### config.mk
export PLATFORM = sky130hd
export DESIGN_NAME = microram_ctl
export DESIGN_NICKNAME = d
export VERILOG_FILES = /design/src/rtl/microram_ctl.sv
export SDC_FILE = /design/constraint.sdc
export NUM_CORES = 2
export LEC_CHECK = 0
export BUFFER_PORTS_ARGS = -buffer_cell sky130_fd_sc_hd__buf_4
export CELL_PAD_IN_SITES_DETAIL_PLACEMENT = 0
export CELL_PAD_IN_SITES_GLOBAL_PLACEMENT = 2
export CORE_ASPECT_RATIO = 2
export CORE_MARGIN = 2
export CORE_UTILIZATION = 35
export DETAILED_ROUTE_END_ITERATION = 10
export PLACE_DENSITY = 0.66
export REMOVE_ABC_BUFFERS = 1
export SLEW_MARGIN = 30
export SYNTH_ARGS = -nofsm -noshare
export SYNTH_HDL_FRONTEND = slang
export SYNTH_SLANG_ARGS = --single-unit
export TNS_END_PERCENT = 20
### constraint.sdc
create_clock -name CLOCK -period 29.4 [get_ports CLOCK]
set_clock_uncertainty 0.15 [all_clocks]
set_input_delay 0 -clock CLOCK [delete_from_list [all_inputs] [get_ports CLOCK]]
set_output_delay 0 -clock CLOCK [all_outputs]
set_load 0.01 [all_outputs]
### src/rtl/microram_ctl.sv
// Single-port synchronous RAM controller: REQ/READY access, registered read with VALID strobe,
// post-reset clear sequencer and sticky out-of-range error flag.
module microram_ctl #(
  parameter int                    DATA_WIDTH     = 8,
  parameter int                    ADDR_WIDTH     = 9,
  parameter int                    DEPTH          = 512,
  parameter logic [DATA_WIDTH-1:0] CLEAR_VALUE    = '0,
  parameter bit                    CLEAR_ON_RESET = 1'b1
) (
  input  logic                  CLOCK,
  input  logic                  RESET,
  input  logic                  REQ,
  input  logic                  WE,
  input  logic [ADDR_WIDTH-1:0] ADDRESS,
  input  logic [DATA_WIDTH-1:0] DATAIN,
  output logic [DATA_WIDTH-1:0] DATAOUT,
  output logic                  VALID,
  output logic                  READY,
  output logic                  BUSY,
  output logic                  ERR,
  output logic                  state_dbg
);

  // Handshake: an access is accepted on a rising edge where REQ and READY are both high;
  // a read answers with VALID high for exactly the following cycle, writes never raise VALID.

  localparam int                    IDX_W     = (DEPTH > 1) ? $clog2(DEPTH) : 1;
  localparam logic [ADDR_WIDTH:0]   DEPTH_EXT = (ADDR_WIDTH + 1)'(DEPTH);
  localparam logic [ADDR_WIDTH-1:0] LAST_ADDR = ADDR_WIDTH'(DEPTH - 1);

  typedef enum logic {
    ST_CLEAR = 1'b0,
    ST_RUN   = 1'b1
  } state_t;

  state_t                  state;
  logic [ADDR_WIDTH-1:0]   clr_cnt;
  logic [DATA_WIDTH-1:0]   mem [DEPTH];
  logic                    in_range;
  logic                    accept;
  logic [IDX_W-1:0]        acc_idx;
  logic [IDX_W-1:0]        clr_idx;

  // Full-width compare so depths below 2**ADDR_WIDTH are still caught.
  assign in_range  = ({1'b0, ADDRESS} < DEPTH_EXT);
  assign accept    = REQ & (state == ST_RUN);
  assign acc_idx   = ADDRESS[IDX_W-1:0];
  assign clr_idx   = clr_cnt[IDX_W-1:0];

  assign READY     = (state == ST_RUN);
  assign BUSY      = (state == ST_CLEAR);
  assign state_dbg = logic'(state);

  // Storage array; RESET does not touch contents, it only suppresses writes on its own edge.
  always_ff @(posedge CLOCK) begin
    if (!RESET) begin
      if (state == ST_CLEAR) begin
        mem[clr_idx] <= CLEAR_VALUE;
      end else if (accept && WE && in_range) begin
        mem[acc_idx] <= DATAIN;
      end
    end
  end

  always_ff @(posedge CLOCK) begin
    if (RESET) begin
      DATAOUT <= '0;
      VALID   <= 1'b0;
      ERR     <= 1'b0;
      clr_cnt <= '0;
      state   <= CLEAR_ON_RESET ? ST_CLEAR : ST_RUN;
    end else begin
      VALID <= 1'b0;
      case (state)
        ST_CLEAR: begin
          if (clr_cnt == LAST_ADDR) begin
            clr_cnt <= '0;
            state   <= ST_RUN;
          end else begin
            clr_cnt <= clr_cnt + 1'b1;
          end
        end
        ST_RUN: begin
          if (REQ) begin
            if (!in_range) begin
              ERR <= 1'b1;
            end
            if (!WE) begin
              VALID   <= 1'b1;
              DATAOUT <= in_range ? mem[acc_idx] : CLEAR_VALUE;
            end
          end
        end
        default: state <= ST_RUN;
      endcase
    end
  end

endmodule

==> reports/metrics.cfg <==
[die]
ios = 34
die_x_um = 483
rows = 351
die_h_um = 961
core-area_um2 = 456000
dieArea_um2 = 464000
initial_utilization_pct = 35.1

[synthesis]
ys_types = 83
synth_top_cells_by_count = 4,096 x edfxtp_1, 882 x mux4_2, 618 x nor2_1
synth_area_leaders = edfxtp_1 77%, mux4_2 12%, mux2i_1 2.3%
post-synth-top-area-cell = edfxtp_1
synthFlopType = edfxtp_1
yosysMostFrequentCell = edfxtp_1
avgSynthCellArea_um2 = 20.6
synth-edff-count = 4096
synth_top_area_share_pct = 76.7
ys_seq_area_share_pct = 76.9
syn_area_um2 = 160000
ys_ff_latch = 4115
async_reset_ff_share_pct = 0
yosysWarnings = 0
postSynthCellCount = 7782

[routing]
routed_via_density = 5.68
firstDrtPassIters = 7
wl_per_cell_um = 37.7
vias = 81500
drt_iter0_markers = 8237
ant_nets = 0
drc = 0
drt_wl_total_um = 541000

[worst_hold_path]
hp-class = input pin to flip-flop

[sta]
maxSlewHeadroom_pct = 19.0
finalSetupTns_ns = 0
rsz0062_at_grt = no
hold_viol_final = 0
clock.fmax_mhz = 170
drv_slew = 0
worst_slack_ns = 23.52
fin_crit_ns = 5.88
hold_ws_ns = 0.0873
min_period_over_period_pct = 20.0
worstMarginPinSlew_ns = 1.21
setup_viol = 0

[worst_setup_path]
critical_path.top_delay_family = buffers and inverters
required_ns = 30.08
cp-start-kind = input pin
worstPathCellList = buf_16 > buf_4 > buf_4 > buf_4 > buf_4 > buf_4 > mux4_2 > o221ai_1 > nand4b_1 > o32a_1 > nor3_1 > o2bb2ai_1 > dlygate4sd3_1
cp_num_buf_inv = 7
path_common_cell = buf_4
slowest_stage = buf_4
cp_max_fo = 62
arrival_ns = 6.56
critPathMaxStageDelay_ns = 0.74
end_kind = flip-flop
path_class = input pin to flip-flop

[clock_tree]
path_clk_slew_ns = 0.07
h-tree-depth = 5
cts_tree = yes
postCtsSetupBuffers = 0
clock_tree.root_cell = clkbuf_16
numCtsBuffers = 344
cts_num_sinks = 4115
insertion_delay_ns = 1.00
clk_path_buf_depth = 4

[placement]
post-place-ws_ns = 22.87
dp_hpwl_um = 347000
io_buffers = 32
placedInstanceArea_um2 = 168000
gp_congestion = 0.863

[power_and_ir_drop]
power.density_nw_per_um2 = 63.3
total_power_mw = 11.4
peakVddDrop_uv = 47.2
leakage_nw = 63.9

[global_routing]
overflow = 0
track_usage_pct = 23.0
grt_pass1_vias = 84000
grt_pass1_wl_um = 728000
antenna_found_initial = 34
grt_start_max_net_pins = 210

[run_status]
outcome = finished, final reports clean

[finish]
nets = 7979
drive_gt1_share_pct = 23.1
syn2layout_area_growth_pct = 12.3
final_area_um2 = 180000

[flow_run]
cap_violations = 0

-- state kept, by name, summed over array words and instances (netlist names) --
signal and flops:
clr_cnt 9, DATAOUT 8, READY 1, mem 4096
VALID 1
-- cells in the final DEF, fill, tap and decap left out, types with 46 or more instances in the layout --
cell,synthesis,final
clkinv_2,0,58
a21oi_1,95,92
nor2_2,0,77
diode_2,0,115
clkbuf_1,209,47
clkbuf_16,0,349
mux2i_1,367,364
o22ai_1,93,91
edfxtp_1,4096,4096
buf_4,56,228
nor2_1,618,535
nand2_1,293,275
clkinv_1,1,73
mux4_2,882,882
a22oi_1,157,157
o221ai_1,47,46
nand3_1,102,100
o21ai_0,60,47
-- final timing paths --
path                                 start          to  slack [ns]  cells after the start
worst min register to register  clr_cnt[3]  clr_cnt[3]        0.40                      2
worst max-delay path            ADDRESS[0]  DATAOUT[4]       23.52                     13
worst max register to register       READY  mem[76][6]       24.78                      9
worst min-delay path                 RESET  clr_cnt[3]        0.09                      4
-- metal layers --
layer | vias to the layer above | track usage [%] | part of all wire (%) | routed length [um]
li1 | 32600 | - | - | -
met1 | 44400 | 23.5 | 32 | 172000
met2 | 3420 | 41.8 | 54 | 290000
met3 | 1027 | 3.10 | 5.4 | 29200
met4 | 8 | 18.0 | 9.3 | 50300
met5 | - | 0 | 0.010 | 55
-- where the power goes --
part | internal, mW | switching, mW
sequential | 6.35 | 0.00128
clock | 2.44 | 2.18
combinational | 0.125 | 0.317
-- worst min-delay path: stages --
cell and delay (ns):
dlygate4sd3_1 0.53, buf_4 0.28, a21o_1 0.26, a21oi_1 0.07
-- area by class of cell --
type / count / area, um2
inverters: 7 / 37.5
clock buffers: 396 / 8910
clock inverters: 213 / 1980
fillers: 40500 / 276000
multi-input cells: 3173 / 34900
diodes: 115 / 288
repair buffers: 315 / 3100
flip-flops and latches: 4115 / 123000
well taps: 6001 / 7510
-- timing repair --
item                                   4_1_cts  5_1_grt
resized for setup                            0        0
hold buffers                                20        0
setup endpoints to repair                    0        0
endpoints found under the hold margin      732        0
-- cell families after synthesis --
group / Yosys count / synth area share [%]
DFF: 4115 / 76.9
muxes: 1285 / 15.0
and+or+nand+nor: 1226 / 3.29
AOI/OAI and AO/OA: 654 / 2.86
buffers and inverters: 494 / 1.89
xor gates and xnor gates: 5 / 0.0273
adders and majority gates: 2 / 0.0156
other: 1 / 0.00234
-- stage by stage --
step | cells | util (%)
6_report | 14300 | 39.5
5_1_grt | 14300 | 39.5
4_1_cts | 14200 | 39.3
3_5_place_dp | 13600 | 36.9
3_3_place_gp | 13600 | 36.7
2_1_floorplan | 7295 | -
No activity file was read; power rests on OpenSTA's default activity.
